## config.mk

```make
export PLATFORM = sky130hd
export DESIGN_NAME = intr_ctrl
export DESIGN_NICKNAME = d
export VERILOG_FILES = /design/src/rtl/otter_intr_pkg.sv /design/src/rtl/intr_sync.sv /design/src/rtl/intr_ctrl.sv
export SDC_FILE = /design/constraint.sdc
export NUM_CORES = 1
export LEC_CHECK = 0
export CAP_MARGIN = 30
export CORE_AREA = 2 2 46 43
export CTS_CLUSTER_DIAMETER = 30
export DETAILED_ROUTE_END_ITERATION = 16
export DIE_AREA = 0 0 48 45
export PLACE_DENSITY = 0.69
export SYNTH_ARGS = -nofsm -noshare
export SYNTH_HDL_FRONTEND = slang
export SYNTH_HIERARCHICAL = 1
export SYNTH_SLANG_ARGS = --single-unit
```

## constraint.sdc

```tcl
create_clock -name CLK -period 1.2 [get_ports CLK]
set_clock_uncertainty 0.05 [all_clocks]
set_input_delay 0.18 -clock CLK [delete_from_list [all_inputs] [get_ports CLK]]
set_output_delay 0.18 -clock CLK [all_outputs]
set_load 0.005 [all_outputs]
```

## src/rtl/otter_intr_pkg.sv

```systemverilog
// Shared definitions for the interrupt controller.
//   state_e            : controller FSM states (IDLE, REQ, SERVICE)
//   NUM_SRC_DEFAULT    : default number of interrupt sources
//   prio_enc()         : lowest-index-wins priority encoder over up to 8 sources
package otter_intr_pkg;

    localparam int unsigned NUM_SRC_DEFAULT = 4;
    localparam int unsigned MAX_SRC         = 8;

    typedef enum logic [1:0] {
        IDLE    = 2'd0,
        REQ     = 2'd1,
        SERVICE = 2'd2
    } state_e;

    // Returns the index of the lowest set bit; 0 when the vector is empty
    // (callers only use the result when the vector is nonzero).
    function automatic logic [2:0] prio_enc(input logic [MAX_SRC-1:0] vec);
        logic [2:0] idx;
        idx = 3'd0;
        for (int i = MAX_SRC - 1; i >= 0; i--) begin
            if (vec[i]) begin
                idx = 3'(i);
            end
        end
        return idx;
    endfunction

endpackage

```

## src/rtl/intr_sync.sv

```systemverilog
// Two-flop synchronizer for asynchronous interrupt lines.
//   clk_i : destination clock
//   rst_i : asynchronous active-high reset, clears both stages
//   d_i   : asynchronous input bits
//   q_o   : synchronized output bits (two cycles of latency)
module intr_sync #(
    parameter int unsigned WIDTH = 4
) (
    input  logic             clk_i,
    input  logic             rst_i,
    input  logic [WIDTH-1:0] d_i,
    output logic [WIDTH-1:0] q_o
);

    logic [WIDTH-1:0] meta_q;
    logic [WIDTH-1:0] sync_q;

    always_ff @(posedge clk_i or posedge rst_i) begin
        if (rst_i) begin
            meta_q <= '0;
            sync_q <= '0;
        end else begin
            meta_q <= d_i;
            sync_q <= meta_q;
        end
    end

    assign q_o = sync_q;

endmodule

```

## src/rtl/intr_ctrl.sv

```systemverilog
// Interrupt controller: rising-edge capture into a pending register, masked
// lowest-index-first arbitration, and an IDLE/REQ/SERVICE handshake with the
// MCU FSM (no nesting).
//   CLK, RST     : clock, asynchronous active-high reset
//   IRQ          : raw interrupt lines (rising edge fires)
//   IRQ_MASK     : per-source enable
//   CSR_MSTATUS  : global interrupt enable (MIE)
//   INT_ACK      : trap-entry pulse from the MCU FSM
//   CSR_MRET     : MRET pulse, ends service
//   PEND_CLR     : software clear of pending bits
//   INT_REQ      : registered interrupt request
//   INT_ID       : index of the requested / in-service source
//   PENDING      : raw pending register
// Build option: define INTR_SYNC_EN to put a 2-flop synchronizer on IRQ.
module intr_ctrl
    import otter_intr_pkg::*;
#(
    parameter int unsigned NUM_SRC = NUM_SRC_DEFAULT,
    parameter int unsigned ID_W    = $clog2(NUM_SRC)
) (
    input  logic               CLK,
    input  logic               RST,
    input  logic [NUM_SRC-1:0] IRQ,
    input  logic [NUM_SRC-1:0] IRQ_MASK,
    input  logic               CSR_MSTATUS,
    input  logic               INT_ACK,
    input  logic               CSR_MRET,
    input  logic [NUM_SRC-1:0] PEND_CLR,
    output logic               INT_REQ,
    output logic [ID_W-1:0]    INT_ID,
    output logic [NUM_SRC-1:0] PENDING
);

    state_e             state_q, state_d;
    logic               int_req_q, int_req_d;
    logic [ID_W-1:0]    int_id_q, int_id_d;
    logic [NUM_SRC-1:0] pending_q, pending_d;
    logic [NUM_SRC-1:0] irq_d_q;
    logic [NUM_SRC-1:0] irq_s;
    logic [NUM_SRC-1:0] rise;
    logic [NUM_SRC-1:0] eligible;
    logic [NUM_SRC-1:0] id_sel;
    logic [MAX_SRC-1:0] elig_wide;
    logic [ID_W-1:0]    win_idx;
    logic               ack_hit;

`ifdef INTR_SYNC_EN
    intr_sync #(
        .WIDTH(NUM_SRC)
    ) u_intr_sync (
        .clk_i(CLK),
        .rst_i(RST),
        .d_i  (IRQ),
        .q_o  (irq_s)
    );
`else
    assign irq_s = IRQ;
`endif

    assign rise     = irq_s & ~irq_d_q;
    assign eligible = pending_q & IRQ_MASK;

    always_comb begin
        elig_wide                = '0;
        elig_wide[NUM_SRC-1:0]   = eligible;
        win_idx                  = ID_W'(prio_enc(elig_wide));
        id_sel                   = '0;
        for (int i = 0; i < NUM_SRC; i++) begin
            id_sel[i] = (int_id_q == ID_W'(i));
        end
    end

    always_comb begin
        state_d  = state_q;
        int_id_d = int_id_q;
        ack_hit  = 1'b0;
        unique case (state_q)
            IDLE: begin
                if (CSR_MSTATUS && (|eligible)) begin
                    state_d  = REQ;
                    int_id_d = win_idx;
                end
            end
            REQ: begin
                // Acknowledge wins over a simultaneous withdrawal.
                if (INT_ACK) begin
                    state_d = SERVICE;
                    ack_hit = 1'b1;
                end else if (!CSR_MSTATUS || !(|(eligible & id_sel))) begin
                    state_d = IDLE;
                end
            end
            SERVICE: begin
                if (CSR_MRET) begin
                    state_d = IDLE;
                end
            end
            default: state_d = IDLE;
        endcase

        // New edges are OR'd in last so a set beats a same-cycle clear.
        pending_d = (pending_q & ~(PEND_CLR | (ack_hit ? id_sel : '0))) | rise;
        int_req_d = (state_d == REQ);
    end

    always_ff @(posedge CLK or posedge RST) begin
        if (RST) begin
            state_q   <= IDLE;
            int_req_q <= 1'b0;
            int_id_q  <= '0;
            pending_q <= '0;
            irq_d_q   <= '0;
        end else begin
            state_q   <= state_d;
            int_req_q <= int_req_d;
            int_id_q  <= int_id_d;
            pending_q <= pending_d;
            irq_d_q   <= irq_s;
        end
    end

    assign INT_REQ = int_req_q;
    assign INT_ID  = int_id_q;
    assign PENDING = pending_q;

endmodule

```

# == Word level (Yosys, flattened, before mapping) ==
# Cells that the tools add are included.
# classes
n_eq_ne,6
mux,12
bitwise_logic,8
reduce_logical,9
# op_table
op,count
4-bit AND,4
2-bit two-way mux,8
4-bit inverter,2
4-bit bitwise OR,2
4-bit OR reduction,2
"2-bit by 1-bit == test with 1-bit output, second input constant",3
"2-bit == test, second input constant",3
2-bit case mux with 3 select lines,1
2-bit logical NOT,2
4-bit two-way mux,1
1-bit logical NOT,2
1-bit two-way mux,2
2-bit AND reduction,1
1-bit logical AND,1
1-bit logical OR,1
# totals
reg_bits,13
inputBits,17
out_inout_bits,7
elab_cells,40

# == Longest topological paths before layout ==
# Gate-level depths: netlist of the first run.
# logic_depth
depth_word,9
ltp_mapped,3
ltp_nobuf,3

# == Least setup slack after synthesis of the first run ==
# OpenSTA, ideal clock, no wires.
# synth_timing
path_kind,register to register
from,"register int_id_q[1], in the netlist INT_ID[1]"
to,"register int_req_q, in the netlist INT_REQ"
setup_ps,76
arrival_ps,1064
setup_slack_ps,9
path_stages_with_launch,3
path_cell_list,dfrtp_1 > mux4_2 > o21ai_1
# synth_between
elab_chain_len,9
elab_cells_between_ends,12
cone_classes,eq/ne (4); mux (3); bitwise (1); reduce/logical (4)
# synth_lines
element,line_no,source
from (decl),intr_ctrl.sv:36,"logic [ID_W-1:0] int_id_q, int_id_d;"
from (signal assigned),intr_ctrl.sv:116,int_id_q <= int_id_d;
"2-bit by 1-bit == test with 1-bit output, or another cell as far along",intr_ctrl.sv:69,id_sel[i] = (int_id_q == ID_W'(i));
4-bit AND *,intr_ctrl.sv:89,end else if (!CSR_MSTATUS || !(|(eligible & id_sel))) begin
4-bit OR reduction *,intr_ctrl.sv:89,
1-bit logical NOT *,intr_ctrl.sv:89,
1-bit logical OR *,intr_ctrl.sv:89,
2-bit two-way mux *,intr_ctrl.sv:89,
2-bit two-way mux *,intr_ctrl.sv:86,if (INT_ACK) begin
2-bit case mux with 3 select lines *,intr_ctrl.sv:77,unique case (state_q)
2-bit by 1-bit == test with 1-bit output *,intr_ctrl.sv:103,int_req_d = (state_d == REQ);
net int_req_d,intr_ctrl.sv:35,"logic int_req_q, int_req_d;"
to (signal assigned),intr_ctrl.sv:115,int_req_q <= int_req_d;
to (decl),intr_ctrl.sv:35,
# The timed path passes the listed nets; every way through them passes the cells marked *.
# A chain may end at the register's enable or synchronous reset.

# == Worst setup path in the final report of the first run ==
# Same ends and word-level chain as after synthesis.

==> results.json, run 1 <==
{
  "ir_drop_uv": 843,
  "yosysUniqueCellTypes": 20,
  "area_growth_pct": 75.4,
  "die_w_um": 48,
  "cts_sinks": 13,
  "dp_hpwl_um": 967,
  "p_seq_share_pct": 40.1,
  "start_kind": "register",
  "fin_area_mm2": 0.00101,
  "synth.yosys.seq_area_share_pct": 56.6,
  "via_count": 566,
  "syn_inst": 52,
  "diodes": 0,
  "root_buffer": "clkbuf_4",
  "ctsLongestPathBuffers": 2,
  "max_clock_freq_mhz": 773,
  "p_leak_nw": 0.474,
  "slew_headroom_pct": 85.3,
  "setup_violations": 3,
  "nets": 113,
  "num_io_pins": 24,
  "cts_tree": "built",
  "routed_wl_mm": 1.44,
  "routedWlPerCell_um": 12.1,
  "crit_required_ps": 1350,
  "clkPwrFrac_pct": 19.5,
  "switchingPower_mw": 0.397,
  "fin_crit_sh_pct": 108,
  "gp_congestion": 0.772,
  "core-area_mm2": 0.00166,
  "first_pass_iters": 4,
  "post_dp_cell_area_um2": 887,
  "grt_max_degree": 14,
  "syn_area_per_cell_um2": 11.0,
  "fin_crit_ps": 1290,
  "rows": 14,
  "grtUsageTotal_pct": 13.8,
  "pre_cts_ws_ps": -272,
  "hold_viol": 0,
  "status": "finished, violations left",
  "grt_pass1_vias": 483,
  "hold_path_class": "input pin to asynchronous set/reset pin",
  "synth_warnings": 6,
  "antenna_found_initial": 0,
  "tightest_slew_ps": 216,
  "first_iter_violations": 4,
  "syn_area_um2": 574,
  "critical_path_class": "register to register",
  "power.share.switching_pct": 29.1,
  "die_area_mm2": 0.00216,
  "die_h_um": 45,
  "drv_cap": 0,
  "start_util_pct": 34.5,
  "fill_cells": 145,
  "fin_ws_ps": -93.3,
  "worstPathArrival_ps": 1450,
  "syn_nets": 69,
  "io_buffers": 23,
  "grt_pass1_wl_mm": 2.04,
  "vias_per_cell": 4.76,
  "clk_pin_slew_worst_paths_ps": 70,
  "violations": "negative setup slack",
  "grt-ovfl-total": 0,
  "path_max_fanout": 3,
  "p_total_mw": 1.36,
  "endpoint_kind": "register",
  "rsz0062_at_grt": "true",
  "layout-drive-gt1-share_pct": 29.5,
  "antenna_left": 0,
  "pwr_density_cell_mw_per_mm2": 1350,
  "htree_levels": 1,
  "holdWs_ps": 147,
  "maxSlewViolCount": 0,
  "cts_made_buffers": 3,
  "p_comb_share_pct": 40.4,
  "fin_tns_setup_ps": -197,
  "ys_seq_elements": 13,
  "p_int_mw": 0.967,
  "clkLatencyLatePin_ps": 270,
  "drc": 0
}
[layout by cell type (no fill, tap or decap)]
cell type / count
buf_4: 15
o311ai_1: 1
nand4_1: 1
o21ai_1: 3
inv_1: 9
a2bb2oi_2: 1
buf_6: 1
clkdlybuf4s50_1: 16
o32ai_2: 1
mux4_2: 1
nand2_1: 6
dlygate4sd2_1: 7
clkbuf_4: 3
clkbuf_1: 1
a22o_2: 1
nor2_1: 1
a22o_1: 1
dfrtp_1: 13
a21boi_2: 1
o21ai_2: 1
o32ai_1: 1
a32o_1: 2
nor2b_1: 1
a21oi_1: 2
nand3b_1: 2
nor3b_2: 3
[repair_timing]
item / 4_1_cts / 5_1_grt
setup buffers: 6 / 3
endpoints found under the hold margin: 0 / 0
resized for setup: 10 / 8
pin swaps: 2 / 1
setup endpoints to repair: 10 / 8
hold buffers: 0 / 0
[cells in the mapped netlist]
library cell,n,area (µm²)
a21boi_0,1,7.51
a21oi_1,2,10.0
a22o_1,1,8.76
a22o_2,1,10.0
a2bb2oi_1,1,8.76
a32o_1,2,20.0
dfrtp_1,13,325
inv_1,9,33.8
mux4_2,1,22.5
nand2_1,6,22.5
nand3b_1,2,15.0
nand4_1,1,6.26
nor2_1,1,3.75
nor2b_1,1,6.26
nor3b_1,2,15.0
nor3b_2,1,12.5
o21ai_0,2,10.0
o21ai_1,2,10.0
o311ai_0,1,8.76
o32ai_1,2,17.5
[power by group through the flow]
stage / clock network, mW / registers, mW / logic, mW
floorplan: 0 / 0.583 / 0.137
global placement: 0 / 0.585 / 0.381
detailed placement: 0 / 0.584 / 0.385
CTS: 0.275 / 0.543 / 0.465
global route: 0.289 / 0.553 / 0.591
finish: 0.266 / 0.547 / 0.552
[state kept, by name (all words and copies together) (netlist names)]
signal	cells
PENDING	4
irq_d_q	4
INT_ID	2
state_q	2
INT_REQ	1
[per-stage QoR]
stage                     instances  utilization [%]
after floorplan                  52                -
final                           119             60.5
after detailed placement        106             53.3
after CTS                       116             57.3
after global routing            119             60.5
after global placement          106             53.3
[worst max-delay path, stage by stage (launching register included)]
cell and delay [ps]:
dfrtp_1 390, buf_6 130, mux4_2 510, o21ai_1 140
[metal layers]
layer / up-vias / global-route usage [%] / share of wire [%]
met1: 267 / 17.4 / 43
met5: - / 0 / 0
met4: 0 / 1.62 / 0
met3: 0 / 7.20 / 8.6
li1: 275 / - / -
met2: 24 / 21.6 / 48
[path summary, 6_finish.rpt]
kind	slack [ps]	depth (start not counted)	end	startpoint
max	-90	3	INT_REQ$_DFF_PP0_	INT_ID[1]$_DFFE_PP0P_
min	150	3	irq_d_q[0]$_DFF_PP0_	RST
max reg2reg	-90	3	INT_REQ$_DFF_PP0_	INT_ID[1]$_DFFE_PP0P_
min reg2reg	370	1	PENDING[0]$_DFF_PP0_	irq_d_q[0]$_DFF_PP0_
max in group asynchronous	790	3	irq_d_q[2]$_DFF_PP0_	RST
min in group CLK	320	1	irq_d_q[2]$_DFF_PP0_	IRQ[2]
[layout make-up]
type / count / area (µm²) / area share (%)
Tap cell: 24 / 30.0 / 2.98
Sequential cell: 13 / 325 / 32.3
Clock buffer: 4 / 26.3 / 2.61
Multi-Input combinational cell: 30 / 246 / 24.5
Timing Repair Buffer: 39 / 345 / 34.3
Inverter: 9 / 33.8 / 3.35
[cells by family (layout without fill, tap and decap cells)]
kind of cell    Yosys count  count (layout)  synth area share [%]
mux                       1               1                  3.92
simple gates             14              14                  14.2
buf+inv                   9              52                  5.88
flops                    13              13                  56.6
compound gates           15              15                  19.4
Power figures use the tool's default switching activity.
==> run 2: changes to the inputs <==
--- a/config.mk
+++ b/config.mk
@@ -6,11 +6,11 @@
 export NUM_CORES = 1
 export LEC_CHECK = 0
 export CAP_MARGIN = 30
-export CORE_AREA = 2 2 46 43
+export CORE_AREA = 2 2 41 43
 export CTS_CLUSTER_DIAMETER = 30
 export DETAILED_ROUTE_END_ITERATION = 16
-export DIE_AREA = 0 0 48 45
-export PLACE_DENSITY = 0.69
+export DIE_AREA = 0 0 43 45
+export PLACE_DENSITY = 0.74
 export SYNTH_ARGS = -nofsm -noshare
 export SYNTH_HDL_FRONTEND = slang
 export SYNTH_HIERARCHICAL = 1
==> constraint.sdc (replaced) <==
create_clock -name CLK -period 1.5 [get_ports CLK]
set_clock_uncertainty 0.05 [all_clocks]
set_input_delay 0.225 -clock CLK [delete_from_list [all_inputs] [get_ports CLK]]
set_output_delay 0.225 -clock CLK [all_outputs]
set_load 0.005 [all_outputs]
==> results.json, run 2 (same netlist as run 1, synthesis figures left out) <==
{
  "p_leak_nw": 0.426,
  "max_clock_freq_mhz": 700,
  "pwr_density_cell_mw_per_mm2": 1070,
  "start_util_pct": 39.0,
  "core-area_mm2": 0.00147,
  "grt_max_degree": 14,
  "dp_hpwl_mm": 1.03,
  "place_inst": 96,
  "cp_top_family": "buffers and inverters",
  "status": "finished clean",
  "slew_headroom_pct": 68.8,
  "hold_viol": 0,
  "gp_congestion": 0.813,
  "stdcell_count": 104,
  "ir_drop_uv": 594,
  "antenna_found_initial": 0,
  "pre_cts_ws_ps": -15.5,
  "antenna_left": 0,
  "cts_sinks": 13,
  "drv_cap": 0,
  "via_count": 533,
  "rsz0062_at_grt": "false",
  "clkPwrFrac_pct": 22.5,
  "fin_util_pct": 62.6,
  "area_growth_pct": 60.3,
  "diodes": 0,
  "rows": 14,
  "switchingPower_mw": 0.279,
  "hold_path_class": "input pin to asynchronous set/reset pin",
  "tightest_slew_ps": 467,
  "setup_violations": 0,
  "p_seq_share_pct": 45.9,
  "grt_pass1_vias": 548,
  "crit_required_ps": 1220,
  "slowest_stage": "clkdlybuf4s50_1",
  "clk_pin_slew_worst_paths_ps": 80,
  "fin_crit_ps": 1430,
  "ctsHoldBuffers": 0,
  "routed_wl_mm": 1.34,
  "fin_area_um2": 921,
  "post_dp_cell_area_um2": 862,
  "ctsLongestPathBuffers": 2,
  "grtUsageTotal_pct": 16.2,
  "fin_ws_ps": 71.4,
  "cts_tree": "built",
  "layout-drive-gt1-share_pct": 18.2,
  "io_buffers": 23,
  "final_common_cell": "clkdlybuf4s50_1",
  "start_kind": "register",
  "cp.buffers_inverters": 1,
  "die_area_mm2": 0.00194,
  "grt_pass1_wl_mm": 2.23,
  "clkLatencyLatePin_ps": 280,
  "slowest_delay_ps": 510,
  "vias_per_cell": 5.13,
  "num_io_pins": 24,
  "worstPathArrival_ps": 1150,
  "layout_common_cells": "clkdlybuf4s50_1, dfrtp_1, inv_1, buf_4, nand2_1",
  "nets": 106,
  "first_pass_iters": 2,
  "die_w_um": 43,
  "cts_made_buffers": 3,
  "drc": 0,
  "maxSlewViolCount": 0,
  "first_iter_violations": 3,
  "critical_path_class": "register to output pin",
  "routedWlPerCell_um": 12.8,
  "path_max_fanout": 2,
  "htree_levels": 1,
  "crit_chain": "clkdlybuf4s50_1",
  "root_buffer": "clkbuf_4",
  "grt-ovfl-total": 0,
  "power.share.switching_pct": 28.4,
  "p_int_mw": 0.706,
  "endpoint_kind": "output pin",
  "die_h_um": 45,
  "fin_crit_sh_pct": 95.2,
  "p_comb_share_pct": 31.6
}
==> run 2: changes by cell type in the layout (fill, tap and decap cells not counted), sizes merged <==
cell,change
buf,-7
dlygate4sd2,-6
clkdlybuf4s50,+5
dlymetal6s2s,+1
==> run 2: area by class of cell <==
| class | count | area (µm²) |
|---|---|---|
| Fill cell | 136 | 551 |
| Sequential cell | 13 | 327 |
| Timing Repair Buffer | 32 | 299 |
| Multi-Input combinational cell | 30 | 215 |
| Inverter | 9 | 33.8 |
| Clock buffer | 4 | 26.3 |
| Tap cell | 16 | 20.0 |
==> run 2: final timing paths <==
path | endpoint | slack, ps | start | cells past startpoint
min in group CLK | irq_d_q[0]$_DFF_PP0_ | 360 | IRQ[0] | 1
max in group asynchronous | INT_ID[1]$_DFFE_PP0P_ | 860 | RST | 2
setup / recovery | PENDING[2] | 70 | PENDING[2]$_DFF_PP0_ | 1
hold reg to reg | PENDING[1]$_DFF_PP0_ | 390 | irq_d_q[1]$_DFF_PP0_ | 1
hold / removal | irq_d_q[0]$_DFF_PP0_ | 200 | RST | 2
setup reg to reg | PENDING[0]$_DFF_PP0_ | 160 | state_q[1]$_DFF_PP0_ | 3
==> run 2: power groups by stage <==
stage	sequential [mW]	clock [mW]	combinational (mW)
2_1_floorplan	0.467	0	0.109
3_3_place_gp	0.462	0	0.291
3_5_place_dp	0.465	0	0.297
4_1_cts	0.455	0.221	0.304
5_1_grt	0.462	0.240	0.337
6_report	0.452	0.221	0.312
==> run 2: timing repair <==
item / CTS / global route
buffers inserted: 2 / 2
setup endpoints to repair: 3 / 2
pin swaps: 0 / 0
resized for setup: 2 / 1
==> run 2: routing by layer <==
layer	track usage [%]	vias to the layer above	part of all wire, %
met4	7.27	0	1.4
met3	4.00	3	6.5
li1	-	260	-
met5	0	-	0
met1	17.0	250	41
met2	30.6	20	51
==> run 2: through the flow <==
stage | hold WS [ps] | setup TNS (ps) | total power [mW]
5_1_grt | 263 | 0 | 1.04
4_1_cts | 220 | 0 | 0.980
6_report | 196 | 0 | 0.985
2_1_floorplan | 52.0 | 0 | 0.576
3_5_place_dp | 375 | -34.4 | 0.762
3_3_place_gp | 352 | 0 | 0.752
==> RTL change: new RTL, config.mk and constraints of run 2 <==
Re-encode `state_e` (3 states) as one-hot, 3 bits wide.
--- a/src/rtl/otter_intr_pkg.sv
+++ b/src/rtl/otter_intr_pkg.sv
@@ -7,10 +7,10 @@
     localparam int unsigned NUM_SRC_DEFAULT = 4;
     localparam int unsigned MAX_SRC         = 8;
 
-    typedef enum logic [1:0] {
-        IDLE    = 2'd0,
-        REQ     = 2'd1,
-        SERVICE = 2'd2
+    typedef enum logic [2:0] {
+        IDLE    = 3'b001,
+        REQ     = 3'b010,
+        SERVICE = 3'b100
     } state_e;
 
     // Returns the index of the lowest set bit; 0 when the vector is empty
Formal check against the unedited RTL: same outputs for any inputs over 10 cycles, from zero or initial values and one cycle with RST high; not proved beyond that.
==> RTL change against run 2 <==
  * Synthesized area up 21%
  * Final area up 9.4%
  * Setup slack worse by 0.026 ns
  * First-iteration DRC count rose to 2.7 times the old value
  * Non-clock buffer count down 4
  * Total power up 16%
  * Largest cell class unchanged
  * Register-to-register slack worse by 0.04 ns
  * Utilization up 5.9 points
  * Sequential cell count up 1
  * Routed wire length up 3.1%
  * Critical path type unchanged
  * Sequential share of layout area down 0.43 points
==> RTL change: results (changes against run 2) <==
ratio of cells with drive above 1 in the final layout 18.3% (+0.098 points); sequential cell area fraction in the yosys report 50.4% (-6.2 points); XOR/XNOR share of the synthesized area 0% (unchanged); number of design-rule violations left by the first detailed-router iteration 8 (+5); net count after synthesis 80 (+16%); GR met2 Demand/Resource 29.7% (-0.91 points); met1 wire length 595 um (+9.4%); overall track demand over capacity in global routing 16.9% (+0.73 points); arrival time at the worst endpoint 1.18 ns (+0.03 ns); worst slew pin tran 0.515 ns (+0.0478 ns); Detailed Routing Iterations Pass 1 4 (+2); distinct cell type count after synthesis 26 (+30%); most common library cells after synthesis 13 x sky130_fd_sc_hd__dfrtp_1, 7 x sky130_fd_sc_hd__nand2_1, 6 x sky130_fd_sc_hd__inv_1, 6 x sky130_fd_sc_hd__o21ai_1, 4 x sky130_fd_sc_hd__nand3_1; share of synthesized cell area in full adder, half adder and majority cells 0% (unchanged); via count 567 (+6.4%); Hold Fails Final Rpt 0 (unchanged); maximum vdd drop 741 uV (+25%); met1 track demand over resource in global routing 19.4% (+2.4 points); fraction of synthesized area in multiplexers 2.15% (-1.8 points); Root Driver sky130_fd_sc_hd__clkbuf_4; met2 wire len 707 um (+3.4%); worst-case reg-to-reg path depth 3 (unchanged); internal reg-to-reg setup slack 0.12 ns (-0.04 ns); top area cells in the synthesized netlist sky130_fd_sc_hd__dfrtp_1 47%, sky130_fd_sc_hd__o21ai_1 4.3%, sky130_fd_sc_hd__nand4bb_4 3.9%, sky130_fd_sc_hd__dfstp_2 3.8%, sky130_fd_sc_hd__nand2_1 3.8%; Resized Gates After CTS 1 (-1); crit-path max FO 4 (+2); clock insertion delay at the later pin of the skew report 0.28 ns (about the same); met3 track demand over resource in global routing 3.60% (-0.40 points); Placer Congestion 0.730 (-10%); routed wirelength normalized by instance count 12.6 um (-1.7%); r2r startpoint state_q[0]; reg2reg end INT_ID[0]; worst-case hold slack 0.215 ns (+0.0190 ns); met3 wire length 58 um (-33%); wire length of the first global-routing pass 2370 um (+6.5%); run status finished clean; compound-cell area share of the yosys netlist 20.1% (+0.72 points); standby leakage power 0.000419 uW (-1.6%); Layout Nets 111 (+4.7%); largest net degree at the start of global routing 15 (+1)
## RTL change: changes by cell type after synthesis, moves of 2 or more
cell                              run 2  this run
sky130_fd_sc_hd__nor3b_1              2         0
sky130_fd_sc_hd__o21bai_1             0         2
sky130_fd_sc_hd__nand3_1              0         4
sky130_fd_sc_hd__a32o_1               2         0
sky130_fd_sc_hd__o211ai_1             0         2
sky130_fd_sc_hd__buf_4                0         2
sky130_fd_sc_hd__o32ai_1              2         0
sky130_fd_sc_hd__inv_1                9         6
sky130_fd_sc_hd__o21ai_1              2         6
sky130_fd_sc_hd__o21ai_0              2         0
## RTL change: how the worst max path moves through the flow
| stage | start | to | slack, ns | cells after the start |
|---|---|---|---|---|
| 4_1_cts | PENDING[2] | PENDING[2] | 0.03 | 1 |
| 2_1_floorplan | state_q[0] | INT_ID[0] | 0.14 | 3 |
| 5_1_grt | PENDING[2] | PENDING[2] | 0.003 | 1 |
| 3_3_place_gp | IRQ_MASK[1] | INT_ID[0] | -0.08 | 5 |
| 6_report | PENDING[2] | PENDING[2] | 0.05 | 1 |
| 3_5_place_dp | IRQ_MASK[1] | INT_ID[0] | -0.1 | 5 |
## RTL change: area by class of cell
cell class	instances	area, sq um
flip-flops and latches	14	353
inverters	6	22.5
well taps	16	20.0
repair buffers	28	268
multi-input cells	41	308
clock buffers	4	36.3
fillers	127	464
## RTL change: power by group
part / internal, uW / switching (uW) / total (uW)
registers: 439 / 41.2 / 481
clock network: 148 / 123 / 270
logic: 230 / 163 / 393
## RTL change: through the flow
step	cell area (sq um)	cells	setup WS (ns)	total power, uW
finish	1010	109	0.0452	1140
CTS	1010	109	0.0313	1150
global placement	955	103	-0.0772	848
floorplan	697	63	0.142	701
detailed placement	955	103	-0.0968	859
global route	1010	109	0.00282	1200
